[src/rtl/imm_extend_unit.sv]
// Registered immediate extender with a 2-entry valid/ready output buffer.
// Extends a raw immediate (sign, zero, shifted branch offset, upper placement) into an operand.
module imm_extend_unit #(
    parameter int IN_W  = 16,
    parameter int OUT_W = 32,
    parameter int SHIFT = 2
) (
    input  logic             clk,
    input  logic             rst,
    input  logic             in_valid,
    output logic             in_ready,
    input  logic [IN_W-1:0]  in_data,
    input  logic [1:0]       in_mode,
    output logic             out_valid,
    input  logic             out_ready,
    output logic [OUT_W-1:0] out_data,
    output logic             out_neg
);

    // state | meaning
    // EMPTY | no result buffered
    // ONE   | head entry valid
    // FULL  | head and tail valid, input stalled
    localparam logic [1:0] EMPTY = 2'd0;
    localparam logic [1:0] ONE   = 2'd1;
    localparam logic [1:0] FULL  = 2'd2;

    generate
        if (OUT_W < IN_W + SHIFT) begin : g_bad_width
            $error("imm_extend_unit: OUT_W must be >= IN_W + SHIFT");
        end
    endgenerate

    logic [1:0]       state;
    logic [OUT_W-1:0] head_data;
    logic [OUT_W-1:0] tail_data;
    logic             head_neg;
    logic             tail_neg;
    logic [OUT_W-1:0] sext;
    logic [OUT_W-1:0] ext;
    logic             push;
    logic             pop;

    always_comb begin
        sext = OUT_W'(signed'(in_data));
        case (in_mode)
            2'b00:   ext = sext;
            2'b01:   ext = OUT_W'(in_data);
            2'b10:   ext = sext << SHIFT;
            default: ext = OUT_W'(in_data) << (OUT_W - IN_W);
        endcase
    end

    // in_ready depends only on the state register, never on out_ready.
    assign in_ready  = (state != FULL);
    assign out_valid = (state != EMPTY);
    assign out_data  = head_data;
    assign out_neg   = head_neg;
    assign push      = in_valid && in_ready;
    assign pop       = out_valid && out_ready;

    always_ff @(posedge clk) begin
        if (rst) begin
            state     <= EMPTY;
            head_data <= '0;
            tail_data <= '0;
            head_neg  <= 1'b0;
            tail_neg  <= 1'b0;
        end else begin
            case (state)
                EMPTY: begin
                    if (push) begin
                        head_data <= ext;
                        head_neg  <= ext[OUT_W-1];
                        state     <= ONE;
                    end
                end
                ONE: begin
                    if (push && pop) begin
                        head_data <= ext;
                        head_neg  <= ext[OUT_W-1];
                    end else if (push) begin
                        tail_data <= ext;
                        tail_neg  <= ext[OUT_W-1];
                        state     <= FULL;
                    end else if (pop) begin
                        state <= EMPTY;
                    end
                end
                FULL: begin
                    if (pop) begin
                        head_data <= tail_data;
                        head_neg  <= tail_neg;
                        state     <= ONE;
                    end
                end
                default: state <= EMPTY;
            endcase
        end
    end

endmodule

[config.mk]
export PLATFORM = sky130hd
export DESIGN_NAME = imm_extend_unit
export DESIGN_NICKNAME = d
export VERILOG_FILES = /design/src/rtl/imm_extend_unit.sv
export SDC_FILE = /design/constraint.sdc
export NUM_CORES = 1
export LEC_CHECK = 0
export CELL_PAD_IN_SITES_DETAIL_PLACEMENT = 0
export CELL_PAD_IN_SITES_GLOBAL_PLACEMENT = 1
export CORE_ASPECT_RATIO = 0.7
export CORE_MARGIN = 2
export CORE_UTILIZATION = 39
export CTS_BUF_LIST = sky130_fd_sc_hd__clkbuf_4 sky130_fd_sc_hd__clkbuf_8
export DETAILED_ROUTE_END_ITERATION = 8
export GPL_ROUTABILITY_DRIVEN = 0
export GPL_TIMING_DRIVEN = 1
export PLACE_DENSITY_LB_ADDON = 0.1
export RECOVER_POWER = 50
export SYNTH_ARGS = -nofsm -noshare
export SYNTH_HDL_FRONTEND = slang
export SYNTH_SLANG_ARGS = --single-unit
export TNS_END_PERCENT = 20
[constraint.sdc]
create_clock -name clk -period 2.23 [get_ports clk]
set_input_delay 0.5575 -clock clk [delete_from_list [all_inputs] [get_ports clk]]
set_output_delay 0.5575 -clock clk [all_outputs]
set_load 0.03 [all_outputs]
* After elaboration in Yosys (flattened, before gate mapping)
Index checks and enable logic that the tools add are counted.
** Cells by class
- Equal/unequal tests :: 10
- Muxes and demuxes :: 15
- Bitwise operators :: 1
- Reduce and logical (&&, ||, !) cells :: 10
** Operators with widths (number)
- case mux 32 bit (3 select lines) :: 2
- 2-to-1 mux 32 bit :: 3
- 2-to-1 mux 2 bit :: 5
- inequality test 2 bit, second input constant :: 5
- AND reduction 4 bit :: 2
- case mux 2 bit (3 select lines) :: 1
- == test 2 x 1 -> 1 bit, second input constant :: 2
- == test 2 bit, second input constant :: 2
- zero test 2 bit :: 2
- logical AND 1 bit :: 3
- 2-to-1 mux 1 bit :: 3
- inequality test 3 bit, second input constant :: 1
- case mux 1 bit (3 select lines) :: 1
- AND reduction 3 bit :: 1
- nonzero test 3 bit :: 1
- nonzero test 2 bit :: 1
- NOT 1 bit :: 1
** Word-level totals
- Register bits after elaboration :: 68
- Input bits :: 22
- Output and inout port bits :: 35
- Logic and storage cells :: 41

* Depth between registers and ports, before layout
- Word-level depth :: 6
- Gate-level depth with buffers :: 7
- Gate-level depth less buffers :: 5

* Worst setup path after synthesis
OpenSTA, ideal clock, no wires.
- Path type :: input-to-reg
- Start :: in in_valid
- End :: reg head_data[10] (netlist: out_data[10])
- Library setup time :: 0.117 ns
- Arrival :: 1.684 ns
- Path slack :: 0.429 ns
- Stages :: 7
- Path buffers :: 3
- Cell sequence :: mux2_4 -> a21o_1 -> buf_6 -> nor2b_1 -> buf_6 -> buf_6 -> a22o_1
** Between the ends
- Cells in the longest elaborated chain, start to end :: 4
** RTL lines
- from (decl) :: RTL line 10 : input logic in_valid,
- logical AND 1 bit (*) :: RTL line 59 : assign push = in_valid && in_ready;
- logical AND 1 bit :: RTL line 79 : if (push && pop) begin
- inequality test 2 bit (no source line)
- AND reduction 4 bit (no source line) (*)
- to (signal assigned) :: RTL line 73 : head_data <= ext;
- to (signal assigned) :: RTL line 80 : head_data <= ext;
- to (signal assigned) :: RTL line 92 : head_data <= tail_data;
- to (decl) :: RTL line 35 : logic [OUT_W-1:0] head_data;
Mark *: on every way between the ends. The rest lies on a longest branch, timed or not.
A chain may end at the register's enable or synchronous reset.

* Final worst setup path
- Start :: reg state[1]
- End :: out out_valid
** Between the ends
- Cells in the longest elaborated chain, start to end :: 1
** RTL lines
- from (decl) :: RTL line 34 : logic [1:0] state;
- from (signal assigned) :: RTL line 64 : state <= EMPTY;
- from (signal assigned) :: RTL line 75 : state <= ONE;
- from (signal assigned) :: RTL line 85 : state <= FULL;
- nonzero test 2 bit :: RTL line 56 : assign out_valid = (state != EMPTY);
- to (decl) :: RTL line 14 : output logic out_valid,
Every way passes these cells.

==> run summary <==
Setup WS post-layout -> 0.0707 ns
worst-path fanout max -> 7
post-place setup slack -> -0.512 ns
Cell Area, Synth -> 2830 sq um
ys async rst share -> 0%
clock sink count -> 66
Switching Fraction -> 27.8%
vias per inst -> 5.12
Clock Tree Buf Depth -> 2
met3 usage -> 4.50%
max-slew violation count -> 0
DRT antenna net count -> 0
Worst setup SP type -> register
Slew headroom -> 55.3%
CTS Buf Count -> 9
Final Skew -> 0.00931 ns
H-tree depth -> 3
Max Clk Rate -> 0.463 GHz
IO buf count -> 56
GRT Util Overall -> 20.7%
die span in x -> 106 um
Core Area -> 6880 sq um
minimum clock period -> 2.16 ns
M1 GR Usage -> 31.0%
synthesized netlist net count -> 354
Post-synth EDFFs -> 0
Yosys reg bits -> 66
Synth Flop Type -> dfxtp_1
number of global-route vias before repair -> 2323
IO Pins -> 57
Pre-antenna DRT Iters -> 4
initial antenna violation count -> 0
pin count of the biggest net entering global routing -> 46
crit share post-route -> 96.8%
total grt overflow -> 0
arrival time worst endpoint -> 1.60 ns
WP data required -> 1.67 ns
P_leak -> 1.48 nW
Worst-Skew Late Latency -> 0.35 ns
Placed Area -> 3540 sq um
FP Rows -> 25
DRC -> 0
Final Hold Fails -> 0
final setup violation count -> 0
wire per inst -> 15.5 um
pwr dens -> 803 nW/um^2
Layout area overhead -> 33.3%
Die Height -> 75.2 um
CTS tree -> built
Sequential Power Share -> 42.7%
Starting Density -> 41.1%
Seq/Total Area, Yosys -> 46.7%
full die area -> 7960 sq um
Via Count -> 2502
drt initial violations -> 146
Hold Path Class -> reg2reg
CTS root buf -> clkbuf_8
Hold Buf Count CTS -> 0
Worst-path clk slew -> 0.08 ns
kind of critical path -> reg2out
Distinct cells, synth -> 32
syn avg cell area -> 8.51 sq um
YS warnings -> 0
Most Used Layer, Global Route -> met1
met2 usage -> 29.3%
synthesized instance count -> 332
share of cells above drive strength 1 -> 10.9%
status -> finished, final reports clean
Post-Route WL -> 7.56 mm
Clk pwr share -> 39.3%
IR drop worst, VDD -> 0.369 mV
HPWL Detailed -> 5.09 mm
Worst-Margin Slew -> 0.669 ns
# nets final -> 412
n_diodes -> 0
internal power -> 2.18 mW
Worst R2R Path Depth -> 5
unrepaired setup endpoints after global routing -> false
first-pass GRT wire length -> 12.5 mm
Logic pwr share -> 18.1%
final instance area -> 3770 sq um
net switching power -> 843 uW
Worst setup EP type -> primary output
Maximum Capacitance Violations -> 0
hold depth -> 2
-- metrics by stage --
step                      instances  hold WS (ns)  utilization (%)  power (mW)  setup TNS [ns]
after floorplan                 332         0.431                -        1.65               0
after global placement          473         0.445             51.5        1.87          -12.87
after detailed placement        473         0.454             51.5        1.88          -15.35
after CTS                       489         0.467             55.0        3.06               0
after global routing            489         0.488             54.8        3.15               0
final                           489         0.464             54.8        3.03               0
-- placed cells by master, fill, tap and decap left out, drive strengths merged --
cell / synthesis / final
and2: 2 / 2
nand3: 2 / 2
o21ai: 1 / 1
mux2: 1 / 1
clkbuf: 15 / 15
nand2b: 2 / 2
a22o: 28 / 28
and3b: 1 / 1
clkdlybuf4s50: 0 / 41
buf: 12 / 14
a211oi: 30 / 30
a311oi: 1 / 1
nor3: 2 / 2
mux2i: 1 / 1
nor3b: 2 / 2
a21o: 2 / 2
clkinv: 0 / 1
clkinvlp: 0 / 1
dlygate4sd3: 0 / 14
or2: 1 / 1
dfxtp: 66 / 66
a21oi: 50 / 50
bufinv: 0 / 2
inv: 2 / 3
dlygate4sd2: 0 / 1
or3: 3 / 3
o32a: 1 / 1
nand2: 21 / 21
nor2: 64 / 64
nand3b: 3 / 3
nor2b: 19 / 19
-- critical path, cell delays in order (launching register included) --
cell and delay (ns):
dfxtp_1 0.37, or2_2 0.29, clkdlybuf4s50_1 0.59
-- synth_stat cells, types with 3 or more instances --
cell / number / share of area [%]
or3_1: 3 / 0.66
buf_2: 7 / 1.2
nand3b_1: 3 / 0.80
nor2_1: 62 / 8.2
buf_6: 4 / 1.6
nor2b_1: 19 / 4.2
nand2_1: 21 / 2.8
clkbuf_1: 15 / 2.0
a21oi_1: 50 / 8.9
a22o_1: 28 / 8.7
a211oi_1: 30 / 8.0
dfxtp_1: 66 / 47
-- area by class of cell --
type,count,area (sq um)
inverters,2,7.51
clock inverters,5,85.1
fillers,661,3110
repair buffers,74,711
well taps,94,118
multi-input cells,237,1380
clock buffers,11,151
flip-flops and latches,66,1320
-- state kept, by name, summed over array words and instances, names as in the netlist --
signal / count
out_data: 32
state: 2
tail_data: 31
tail_neg: 1
-- cell families after synthesis --
family | synth area share [%]
AO/OA/AOI/OAI | 26.9
AND/OR/NAND/NOR | 20.1
flip-flops | 46.7
multiplexers | 0.885
buffers and inverters | 5.36
-- final timing paths --
kind / slack (ns) / end / from
worst max register to register: 0.46 / out_data[19]$_SDFFE_PP0P_ / state[1]$_SDFFE_PP0P_
worst min register to register: 0.46 / tail_data[16]$_SDFFE_PP0P_ / tail_data[16]$_SDFFE_PP0P_
worst max-delay path: 0.07 / out_valid / state[1]$_SDFFE_PP0P_
worst min-delay path: 0.46 / tail_data[16]$_SDFFE_PP0P_ / tail_data[16]$_SDFFE_PP0P_
-- power by group through the flow --
stage | Combinational [mW] | Clock [mW] | Sequential (mW)
2_1_floorplan | 0.241 | 0 | 1.41
3_3_place_gp | 0.557 | 0 | 1.32
6_report | 0.546 | 1.19 | 1.29
4_1_cts | 0.562 | 1.21 | 1.29
5_1_grt | 0.596 | 1.26 | 1.30
3_5_place_dp | 0.558 | 0 | 1.32
-- per-layer routing --
layer	share of wire [%]	up-vias
li1	-	1296
met1	51	1136
met2	42	58
met3	5.4	12
met4	1.3	0
met5	0	-
-- what timing repair did --
action,4_1_cts,5_1_grt
resized for setup,3,2
endpoints found under the setup margin,29,12
setup buffers,0,0
(Power assumes the default switching activity.)
